`config.mk`:
```
export PLATFORM = sky130hd
export DESIGN_NAME = text_msg_scheduler
export DESIGN_NICKNAME = d
export VERILOG_FILES = /design/src/rtl/text_msg_scheduler.sv
export SDC_FILE = /design/constraint.sdc
export NUM_CORES = 1
export LEC_CHECK = 0
export CAP_MARGIN = 40
export CORE_AREA = 8 8 210 212
export CTS_CLUSTER_SIZE = 24
export DETAILED_ROUTE_END_ITERATION = 6
export DIE_AREA = 0 0 218 220
export GPL_TIMING_DRIVEN = 0
export MAX_ROUTING_LAYER = met4
export PLACE_DENSITY = 0.74
export SYNTH_ARGS = -nofsm -noshare
export SYNTH_HDL_FRONTEND = slang
export SYNTH_SLANG_ARGS = --single-unit
```
`constraint.sdc`:
```
create_clock -name clock_i -period 6.1 [get_ports clock_i]
set_input_delay 0.915 -clock clock_i [delete_from_list [all_inputs] [get_ports clock_i]]
set_output_delay 0.915 -clock clock_i [all_outputs]
set_load 0.1 [all_outputs]
```
`src/rtl/text_msg_scheduler.sv`:
```
// rtl/text_msg_scheduler.sv - text overlay message arbiter for the LCD text generator
// Two prioritised requesters; display updates land only on frame_start, with min-hold and blink.
module text_msg_scheduler #(
  parameter int BITS_WIDTH     = 8,
  parameter int BITS_HEIGHT    = 9,
  parameter int MAX_TEXT_WIDTH = 20,
  parameter int HOLD_FRAMES    = 60,
  parameter int BLINK_FRAMES   = 30
) (
  input  logic                        clock_i,
  input  logic                        resetn_i,
  input  logic                        frame_start_i,
  input  logic                        clear_i,
  input  logic                        req0_i,
  input  logic [MAX_TEXT_WIDTH*8-1:0] req0_string_i,
  input  logic [5:0]                  req0_len_i,
  input  logic [BITS_WIDTH-1:0]       req0_x_i,
  input  logic [BITS_HEIGHT-1:0]      req0_y_i,
  input  logic                        req0_blink_i,
  input  logic                        req1_i,
  input  logic [MAX_TEXT_WIDTH*8-1:0] req1_string_i,
  input  logic [5:0]                  req1_len_i,
  input  logic [BITS_WIDTH-1:0]       req1_x_i,
  input  logic [BITS_HEIGHT-1:0]      req1_y_i,
  input  logic                        req1_blink_i,
  output logic                        ack0_o,
  output logic                        ack1_o,
  output logic                        busy_o,
  output logic [MAX_TEXT_WIDTH*8-1:0] textString_o,
  output logic [5:0]                  stringLength_o,
  output logic [BITS_WIDTH-1:0]       xAddText_o,
  output logic [BITS_HEIGHT-1:0]      yAddText_o,
  output logic                        textEnable_o
);

  localparam int SW = MAX_TEXT_WIDTH * 8;
  localparam int HW = $clog2(HOLD_FRAMES + 1);
  localparam int BW = $clog2(BLINK_FRAMES + 1);
  localparam logic [5:0]    MAX_LEN    = 6'(MAX_TEXT_WIDTH);
  localparam logic [HW-1:0] HOLD_INIT  = HW'(HOLD_FRAMES);
  localparam logic [BW-1:0] BLINK_LAST = BW'(BLINK_FRAMES - 1);

  typedef enum logic [1:0] {IDLE, WAIT_FRAME, SHOW} state_t;

  state_t          state_q, state_d;
  logic [SW-1:0]   pend_string_q, pend_string_d;
  logic [5:0]      pend_len_q, pend_len_d;
  logic [BITS_WIDTH-1:0]  pend_x_q, pend_x_d;
  logic [BITS_HEIGHT-1:0] pend_y_q, pend_y_d;
  logic            pend_blink_q, pend_blink_d;
  logic [SW-1:0]   text_q, text_d;
  logic [5:0]      len_q, len_d;
  logic [BITS_WIDTH-1:0]  x_q, x_d;
  logic [BITS_HEIGHT-1:0] y_q, y_d;
  logic            en_q, en_d;
  logic            blink_q, blink_d;
  logic [HW-1:0]   hold_q, hold_d;
  logic [BW-1:0]   blink_cnt_q, blink_cnt_d;
  logic            clr_q, clr_d;
  logic            ack0_q, ack0_d, ack1_q, ack1_d;

  logic       clear_now, can_accept, take0, take1;
  logic [5:0] win_len;

  // A pending clear blocks new captures so it is applied before anything else is shown.
  assign clear_now  = clear_i | clr_q;
  assign can_accept = ((state_q == IDLE) || (state_q == SHOW)) && !clear_now;
  assign take0      = can_accept && req0_i;
  assign take1      = can_accept && !req0_i && req1_i && ((state_q == IDLE) || (hold_q == '0));
  assign win_len    = take0 ? req0_len_i : req1_len_i;

  always_comb begin
    state_d       = state_q;
    pend_string_d = pend_string_q;
    pend_len_d    = pend_len_q;
    pend_x_d      = pend_x_q;
    pend_y_d      = pend_y_q;
    pend_blink_d  = pend_blink_q;
    text_d        = text_q;
    len_d         = len_q;
    x_d           = x_q;
    y_d           = y_q;
    en_d          = en_q;
    blink_d       = blink_q;
    hold_d        = hold_q;
    blink_cnt_d   = blink_cnt_q;
    clr_d         = clr_q | clear_i;
    ack0_d        = 1'b0;
    ack1_d        = 1'b0;

    if (frame_start_i) begin
      if (clear_now) begin
        state_d     = IDLE;
        en_d        = 1'b0;
        len_d       = '0;
        hold_d      = '0;
        blink_cnt_d = '0;
        clr_d       = 1'b0;
      end else begin
        case (state_q)
          WAIT_FRAME: begin
            text_d      = pend_string_q;
            len_d       = pend_len_q;
            x_d         = pend_x_q;
            y_d         = pend_y_q;
            blink_d     = pend_blink_q;
            en_d        = (pend_len_q != '0);
            hold_d      = HOLD_INIT;
            blink_cnt_d = '0;
            state_d     = SHOW;
          end
          SHOW: begin
            if (hold_q != '0) hold_d = hold_q - HW'(1);
            if (blink_q) begin
              if (blink_cnt_q == BLINK_LAST) begin
                blink_cnt_d = '0;
                en_d        = (len_q != '0) & ~en_q;
              end else begin
                blink_cnt_d = blink_cnt_q + BW'(1);
              end
            end
          end
          default: ;
        endcase
      end
    end

    // Capture may share a cycle with frame_start; the new message waits for the next one.
    if (take0 || take1) begin
      pend_string_d = take0 ? req0_string_i : req1_string_i;
      pend_len_d    = (win_len > MAX_LEN) ? MAX_LEN : win_len;
      pend_x_d      = take0 ? req0_x_i : req1_x_i;
      pend_y_d      = take0 ? req0_y_i : req1_y_i;
      pend_blink_d  = take0 ? req0_blink_i : req1_blink_i;
      ack0_d        = take0;
      ack1_d        = take1;
      state_d       = WAIT_FRAME;
    end
  end

  always_ff @(posedge clock_i or negedge resetn_i) begin
    if (!resetn_i) begin
      state_q       <= IDLE;
      pend_string_q <= '0;
      pend_len_q    <= '0;
      pend_x_q      <= '0;
      pend_y_q      <= '0;
      pend_blink_q  <= 1'b0;
      text_q        <= '0;
      len_q         <= '0;
      x_q           <= '0;
      y_q           <= '0;
      en_q          <= 1'b0;
      blink_q       <= 1'b0;
      hold_q        <= '0;
      blink_cnt_q   <= '0;
      clr_q         <= 1'b0;
      ack0_q        <= 1'b0;
      ack1_q        <= 1'b0;
    end else begin
      state_q       <= state_d;
      pend_string_q <= pend_string_d;
      pend_len_q    <= pend_len_d;
      pend_x_q      <= pend_x_d;
      pend_y_q      <= pend_y_d;
      pend_blink_q  <= pend_blink_d;
      text_q        <= text_d;
      len_q         <= len_d;
      x_q           <= x_d;
      y_q           <= y_d;
      en_q          <= en_d;
      blink_q       <= blink_d;
      hold_q        <= hold_d;
      blink_cnt_q   <= blink_cnt_d;
      clr_q         <= clr_d;
      ack0_q        <= ack0_d;
      ack1_q        <= ack1_d;
    end
  end

  assign ack0_o         = ack0_q;
  assign ack1_o         = ack1_q;
  assign busy_o         = (state_q == WAIT_FRAME);
  assign textString_o   = text_q;
  assign stringLength_o = len_q;
  assign xAddText_o     = x_q;
  assign yAddText_o     = y_q;
  assign textEnable_o   = en_q;

endmodule

```
==> Word-level counts from Yosys, hierarchy flattened <==
Cells that the tools add are included.
{ "word_totals": {"latch_bits": 0, "romBits": 0, "register_bits": 385, "memories": 0, "mem_bits_rw": 0} }
{ "op_classes": {"n_addsub": 2, "mul": 0, "muxes": 26, "eq_ne": 6, "shift": 0, "bitwise_logic": 4, "order_cmp": 1, "div_mod_pow": 0, "reduce_logical": 25} }
{ "ops": {"columns": ["operator", "n"], "rows": [
  ["$mux W160", 1],
  ["$mux W6", 6],
  ["$reduce_bool A6 Y1", 3],
  ["$mux W5", 3],
  ["$pmux W6 S2", 1],
  ["$pmux W5 S2", 1],
  ["$mux W9", 1],
  ["$reduce_and A3 Y1", 3],
  ["$mux W2", 4],
  ["$mux W8", 1],
  ["$mux W1", 7],
  ["$gt A6 B5 Y1 const B", 1],
  ["$logic_not A6 Y1", 1],
  ["$ne A3 B2 Y1 const B", 2],
  ["$reduce_bool A3 Y1", 2],
  ["$sub A6 B1 Y6 const B", 1],
  ["$add A5 B1 Y5 const B", 1],
  ["$eq A5 B5 Y1 const B", 1],
  ["$logic_and A1 B1 Y1", 5],
  ["$reduce_and A2 Y1", 2],
  ["$reduce_and A4 Y1", 1],
  ["$reduce_bool A2 Y1", 2],
  ["$logic_or A1 B1 Y1", 3],
  ["$ne A3 B3 Y1 const B", 1],
  ["other kinds (8)", 10]
]} }

==> Depth between registers and ports, before layout <==
Gate-level depths: netlist of run 1.
{ "logic_depth": {"ltp_word": 9, "mapped_depth": 9, "depth_no_buf": 5} }

==> Worst setup path before layout of run 1 <==
No wires, ideal clock.
{ "synth_timing": {"path_type": "input -> register", "start": "in clear_i", "end": "reg pend_string_q[103]", "cell_stages": 5, "setup_slack_ns": 3.550, "path_buffers": 2, "t_required_ns": 5.972, "arrival_time_ns": 2.423, "cell_sequence": "nor4b_2 > clkbuf_1 > buf_4 > mux2_2 > mux2_1"} }
{ "synth_between": {"elab_chain_cells": 7, "elab_cells_between_ends": 9} }
{ "synth_lines": {"columns": ["element", "line_no", "source"], "rows": [
  ["start, declared", "13", "input logic clear_i,"],
  ["$or A1 B1 Y1 (*)", "66", "assign clear_now = clear_i | clr_q;"],
  ["$logic_not A1 Y1 (*)", "67", "assign can_accept = ((state_q == IDLE) || (state_q == SHOW)) && !clear_now;"],
  ["$logic_and A1 B1 Y1 (*)", "67", null],
  ["$logic_and A1 B1 Y1 (3 in a row)", "69", "assign take1 = can_accept && !req0_i && req1_i && ((state_q == IDLE) || (hold_q == '0));"],
  ["$logic_or A1 B1 Y1", "129", "if (take0 || take1) begin"],
  ["end signal, assigned", "162", "pend_string_q <= pend_string_d;"],
  ["end, declared", "46", "logic [SW-1:0] pend_string_q, pend_string_d;"]
]} }
Every way passes the cells marked *; elsewhere a longest branch is shown, timed or not.
A chain may end at the register's enable or synchronous reset.

==> Worst setup path after layout of run 1 <==
{ "layout_timing": {"start": "in clear_i", "end": "reg pend_y_q[8]"} }
{ "layout_between": {"elab_chain_cells": 7, "elab_cells_between_ends": 9} }
{ "layout_lines": {"columns": ["element", "line_no", "source"], "rows": [
  ["$or A1 B1 Y1 (*)", "66", null],
  ["$logic_not A1 Y1 (*)", "67", null],
  ["$logic_and A1 B1 Y1 (*)", "67", null],
  ["$logic_and A1 B1 Y1 (3 in a row)", "69", null],
  ["$logic_or A1 B1 Y1", "129", null],
  ["end signal, assigned", "165", "pend_y_q <= pend_y_d;"],
  ["end, declared", "49", "logic [BITS_HEIGHT-1:0] pend_y_q, pend_y_d;"]
]} }
Marks and branches as above.

==> results of run 1 <==
==> final timing paths <==
path	endpoint	slack (ps)	depth (start not counted)
max	pend_y_q[8]$_DFFE_PN0P_	2860	7
min	ack0_o$_DFF_PN0_	310	1
max reg2reg	pend_y_q[8]$_DFFE_PN0P_	3240	7
min reg2reg	yAddText_o[1]$_DFFE_PN0P_	460	2
max in group asynchronous	textString_o[104]$_DFFE_PN0P_	4350	3
min in group clock_i	yAddText_o[1]$_DFFE_PN0P_	460	2
==> cell families (layout without fill, tap and decap cells) <==
group                      after synthesis  after routing
and+or+nand+nor                        580            580
other                                    0              3
adders and majority gates                4              4
DFF                                    385            385
buffers and inverters                   93            922
muxes                                  366            366
AOI/OAI and AO/OA                       45             45
==> layout make-up <==
type,instances,area [um^2]
plain buffers,86,404
flip-flops and latches,385,9630
multi-input cells,995,6790
inverters,7,26.3
well taps,532,666
clock inverters,14,189
diodes,3,7.51
clock buffers,63,1310
fillers,2471,11000
repair buffers,752,10500
==> synth_stat cells, drive strengths merged (4+ instances only) <==
| cell type | count | area, um^2 |
|---|---|---|
| a22o | 6 | 52.6 |
| buf | 47 | 258 |
| clkbuf | 39 | 146 |
| dfrtp | 385 | 9630 |
| ha | 4 | 50.1 |
| inv | 7 | 26.3 |
| mux2 | 363 | 4090 |
| nand2 | 543 | 2040 |
| nand3 | 5 | 25.0 |
| nor2 | 11 | 41.3 |
| nor3 | 5 | 25.0 |
| o31ai | 5 | 37.5 |
| or4 | 4 | 30.0 |
==> worst register-to-register path: stages, from the launching register on <==
cell and delay, ps:
dfrtp_1 370, buf_6 130, nor4b_2 650, clkbuf_1 400, buf_6 200, buf_4 280
mux2_2 440, mux2_2 270
==> metrics by stage <==
stage / hold slack (ps) / setup slack (ps) / std cells
6_report: 308 / 2860 / 2837
2_1_floorplan: 433 / 3550 / 1473
3_5_place_dp: 448 / 2260 / 2757
4_1_cts: 295 / 2840 / 2834
3_3_place_gp: 440 / -12240 / 2564
5_1_grt: 331 / 2790 / 2837
==> state kept, by name (all words and copies together) (netlist names) <==
| signal | flops |
|---|---|
| blink_cnt_q | 5 |
| xAddText_o | 8 |
| pend_x_q | 8 |
| yAddText_o | 9 |
| stringLength_o | 6 |
| pend_y_q | 9 |
| pend_blink_q | 1 |
| blink_q | 1 |
| pend_len_q | 6 |
| hold_q | 6 |
| state_q | 2 |
| clr_q | 1 |
| ack1_o | 1 |
| textEnable_o | 1 |
| pend_string_q | 160 |
| textString_o | 160 |
| ack0_o | 1 |
==> layer usage <==
metal  vias to the layer above  part of all wire (%)
met5                         -                     0
met4                         0                   4.9
met3                       193                   5.2
met2                       595                    54
met1                      7282                    36
li1                       6497                     -
==> power by group <==
group	switching, mW	leakage (nW)	internal (mW)
clock	1.06	0.734	1.66
sequential	0.677	4.70	3.66
combinational	6.50	7.77	4.90
==> metrics.cfg, run 1 <==
[layout]
final_area_um2 = 29500
layout_commonest_cell = clkdlybuf4s50_1
utilization_pct = 72.8
fin_nets = 2647
layout_common_cells = clkdlybuf4s50_1 (558), nand2_1 (543), dfrtp_1 (385), mux2_2 (348), buf_16 (162)
final_layout_size_suffix_gt1_share_pct = 28.6
area_growth_pct = 75.3

[synth]
synth_cell_types = 49
syn_inst = 1473
synth_compound_area_share_pct = 2.13
yosys.area_share.adder_pct = 0.297
yosysSeqAreaShare_pct = 57.2
ys_warn_count = 0
yosys.area_share.simple_pct = 13.4
syn_nets = 1851
async_reset_ff_share_pct = 100
synth_edf_count = 0
synth_xor_area_share_pct = 0
ys_seq_elements = 385
synthFlopType = dfrtp_1
yosys-mux-area-fraction_pct = 24.4
syn-cell-area_um2 = 16800
syn_avg_cell_area_um2 = 11.4
synth_top_family_by_area = multiplexers

[routing]
wirelength_mm = 65.7
first_iter_violations = 878
drc = 0
wire_per_inst_um = 23.2
dr.pass1.iters = 5
route.vias.total = 14600
via_per_inst = 5.13
drtAntennaViolNets = 0

[grt]
use_met1_pct = 29.3
top_usage_layer = met2
grt_max_degree = 125
first_global_vias = 16500
grt_pass1_wl_mm = 97.7
use_met2_pct = 48.7
met3_usage_pct = 5.02
antenna_found_initial = 3
grt_remaining_overflow = 0
grt_use_total_pct = 27.5

[setup_path]
critPathKind = in2reg
critPathArrivalTime_ps = 3660
setup.worst_path.start = clear_i
crit_fanout = 10
required_ps = 6520
rr_startpoint = state_q[0]$_DFFE_PN0P_
endpoint_kind = flop
crit_path_cell_trace = clkdlybuf4s50_1 > nor4b_2 > clkbuf_1 > buf_6 > buf_4 > mux2_2 > mux2_2
crit_buf_inv = 4
crit_top_cell = mux2_2
crit_family = buffers and inverters
cp_slowest_cell = nor4b_2
slowest_delay_ps = 670
startpoint_type = input port

[outcome]
status = finished, final reports clean

[clocking]
cts_buffer_depth = 3
ctsHtreeMaxLevel = 2
cts_setup_buffers = 0
clk_latency_ps = 550
cts_tree = built
hold_buffers = 0
cts_buffers = 42
cts_resized = 0
root_buffer = clkbuf_16
path_clk_slew_ps = 60
clkSinkCount = 385

[pwr]
p_leak_nw = 13.2
power_density_nw_per_um2 = 625
peakVddDrop_mv = 0.584
total_power_mw = 18.5

[placement]
place_area_um2 = 28000
port_buffers = 559
globalplace.congestion = 0.854
hpwl_mm = 51.4

[floorplanning]
dieHeight_um = 220
die_w_um = 218
io_pins = 561
initial_core_util_pct = 41.5
die_area_um2 = 48000
placementRows = 74
core-area_um2 = 40600

[timing]
drv_slew = 0
fmax_ghz = 0.309
worst_pin_slew_ps = 793
rsz0062_at_grt = no
fin_crit_ps = 3240
fin_crit_sh_pct = 53.0
tns_ps = 0
timing_hold_violations_final = 0
fin_skew_ps = 13.2
slew-limit-headroom_pct = 47.1
setup_viol = 0

[worst_hold_path]
hp-class = in2async

[run]
maxCapViolCount = 0

(Power assumes the default switching activity.)
==> run 2, diff against run 1 <==
CORE_AREA = 8 8 213 215   (was 8 8 210 212)
DIE_AREA = 0 0 221 223   (was 0 0 218 220)
PLACE_DENSITY = 0.72   (was 0.74)
clock period = 3.3 ns   (was 6.1 ns; I/O delays follow)
==> run 2 against run 1 <==
  * Via count is 1.7% lower
  * Flip-flop and latch count is the same
  * Non-clock buffer count up 1
  * Combinational power rose by 83%
  * Hold slack better by 19 ps
  * Die area grew 2.8%
  * Largest power group unchanged
==> metrics.cfg, run 2 (synthesis results as in run 1) <==
[floorplanning]
die_area_um2 = 49300  ; +2.8%
die_w_um = 221  ; +1.4%
initial_core_util_pct = 39.8  ; -1.7 points
dieHeight_um = 223  ; +1.4%
io_pins = 561  ; unchanged
placementRows = 76  ; +2.7%
core-area_um2 = 42300  ; +4.3%

[timing]
whs_ps = 328  ; +19.4 ps
fin_skew_ps = 13.5  ; +0.321 ps
drv_slew = 0  ; unchanged
setup_viol = 0  ; unchanged
fmax_ghz = 0.347
slew-limit-headroom_pct = 46.8  ; -0.31 points
timing_hold_violations_final = 0  ; unchanged
worst_slack_ps = 422  ; -2440 ps
rsz0062_at_grt = no
worst_pin_slew_ps = 798  ; +4.71 ps
fin_crit_ps = 2880
fin_crit_sh_pct = 87.2

[grt]
antenna_found_initial = 1  ; -2
grt_use_total_pct = 25.9  ; -1.7 points
grt_max_degree = 106  ; -15%
first_global_vias = 16400  ; -0.60%
grt_remaining_overflow = 0  ; unchanged
grt_pass1_wl_mm = 96.9  ; -0.85%

[worst_hold_path]
hold_path_end = clr_q$_DFF_PN0_
hp-class = in2reg
hold_depth = 2
holdCritStartpoint = frame_start_i

[routing]
drc = 0  ; unchanged
wire_per_inst_um = 22.2  ; -4.2%
drtAntennaViolNets = 0  ; unchanged
dr.pass1.iters = 5  ; unchanged
first_iter_violations = 922  ; +5.0%
via_per_inst = 5.03  ; -2.1%
route.vias.total = 14300  ; -1.7%
wirelength_mm = 63.2  ; -3.9%

[setup_path]
endpoint_kind = flop
startpoint_type = flop
critPathArrivalTime_ps = 3290  ; -370 ps
timing.rr.end = pend_string_q[37]$_DFFE_PN0P_
crit_fanout = 10  ; unchanged
rr_startpoint = state_q[0]$_DFFE_PN0P_
critPathKind = reg2reg
r2r_cells = 7  ; unchanged
required_ps = 3710  ; -2810 ps
rrSetupSlack_ps = 420  ; -2820 ps

[placement]
globalplace.congestion = 0.839  ; -1.7%
place_ws_ps = -95.9  ; -2360 ps
placed_cells = 2771  ; +0.51%
hpwl_mm = 49.8  ; -3.3%
port_buffers = 559  ; unchanged

[pwr]
peakVddDrop_mv = 0.964  ; +65%
p_leak_nw = 13.2  ; about the same
total_power_mw = 33.9  ; +84%
power_density_nw_per_um2 = 1150  ; +84%

[layout]
area_growth_pct = 75.3  ; about the same
regArea_um2 = 9630  ; unchanged
fin_nets = 2647  ; unchanged
final_layout_size_suffix_gt1_share_pct = 28.5  ; -0.12 points
layout_common_cells = clkdlybuf4s50_1 (558), nand2_1 (543), dfrtp_1 (385), mux2_2 (348), buf_16 (161)
stdcell_count = 2848  ; +0.39%
layout_commonest_cell = clkdlybuf4s50_1
multiInputGateArea_um2 = 6790  ; unchanged
fill_cells = 2691  ; +8.9%

[clocking]
cts_setup_buffers = 0  ; unchanged
path_clk_slew_ps = 60  ; about the same
clkSinkCount = 385  ; unchanged
root_buffer = clkbuf_16
cts_tree = built
ctsHtreeMaxLevel = 2  ; unchanged
cts_buffers = 41  ; -2.4%
clk_latency_ps = 530  ; -20 ps
cts_buffer_depth = 3  ; unchanged

[run]
maxCapViolCount = 0  ; unchanged

[outcome]
status = finished, final reports clean

==> run 2: where the power goes <==
group	internal [mW]	switching [mW]	total, mW
sequential	6.76	1.20	7.96
clock	3.11	1.88	5.00
combinational	8.98	11.9	20.9
==> run 2: how the worst max path moves through the flow <==
stage          cells after the start                    from                              to  slack (ps)
5_1_grt                            7  state_q[0]$_DFFE_PN0P_   pend_string_q[39]$_DFFE_PN0P_         360
6_report                           7  state_q[0]$_DFFE_PN0P_   pend_string_q[37]$_DFFE_PN0P_         420
4_1_cts                            7  state_q[0]$_DFFE_PN0P_   pend_string_q[37]$_DFFE_PN0P_         390
2_1_floorplan                      5                 clear_i  pend_string_q[103]$_DFFE_PN0P_        1170
3_3_place_gp                       1                resetn_i  pend_string_q[101]$_DFFE_PN0P_      -14560
3_5_place_dp                       7                 clear_i   pend_string_q[41]$_DFFE_PN0P_        -100
==> run 2: metrics by stage <==
step | setup TNS (ps) | area, um^2 | utilization, %
3_5_place_dp | -2070 | 28000 | 66.3
2_1_floorplan | 0 | 16800 | -
3_3_place_gp | -5675860 | 23100 | 54.7
4_1_cts | 0 | 29500 | 69.8
6_report | 0 | 29500 | 69.8
5_1_grt | 0 | 29500 | 69.8
==> run 2: timing repair <==
item / CTS / global route
endpoints found under the hold margin: 18 / 0
gates resized for setup: 0 / 0
hold buffers: 1 / 0
==> run 2: metal layers <==
| metal | vias to the layer above | GRT usage, % | share of wire (%) |
|---|---|---|---|
| met5 | - | - | 0 |
| met2 | 483 | 46.8 | 54 |
| li1 | 6506 | - | - |
| met1 | 7183 | 28.5 | 38 |
| met3 | 141 | 4.06 | 4.2 |
| met4 | 0 | 9.90 | 3.9 |
==> run 2: layout make-up <==
| class | instances | share of cell area, % |
|---|---|---|
| Timing Repair Buffer | 753 | 35.6 |
| Sequential cell | 385 | 32.6 |
| Multi-Input combinational cell | 995 | 23.0 |
| Clock buffer | 58 | 4.11 |
| Tap cell | 546 | 2.31 |
| Buffer | 86 | 1.37 |
| Clock inverter | 17 | 0.915 |
| Inverter | 7 | 0.0890 |
| Antenna cell | 1 | 0.00847 |
==> run 2: critical path, cell delays in order, from the launching register on <==
cell	delay (ps)
dfrtp_1	370
buf_6	130
nor4b_2	590
buf_4	280
buf_2	340
buf_2	370
mux2_2	390
mux2_2	270
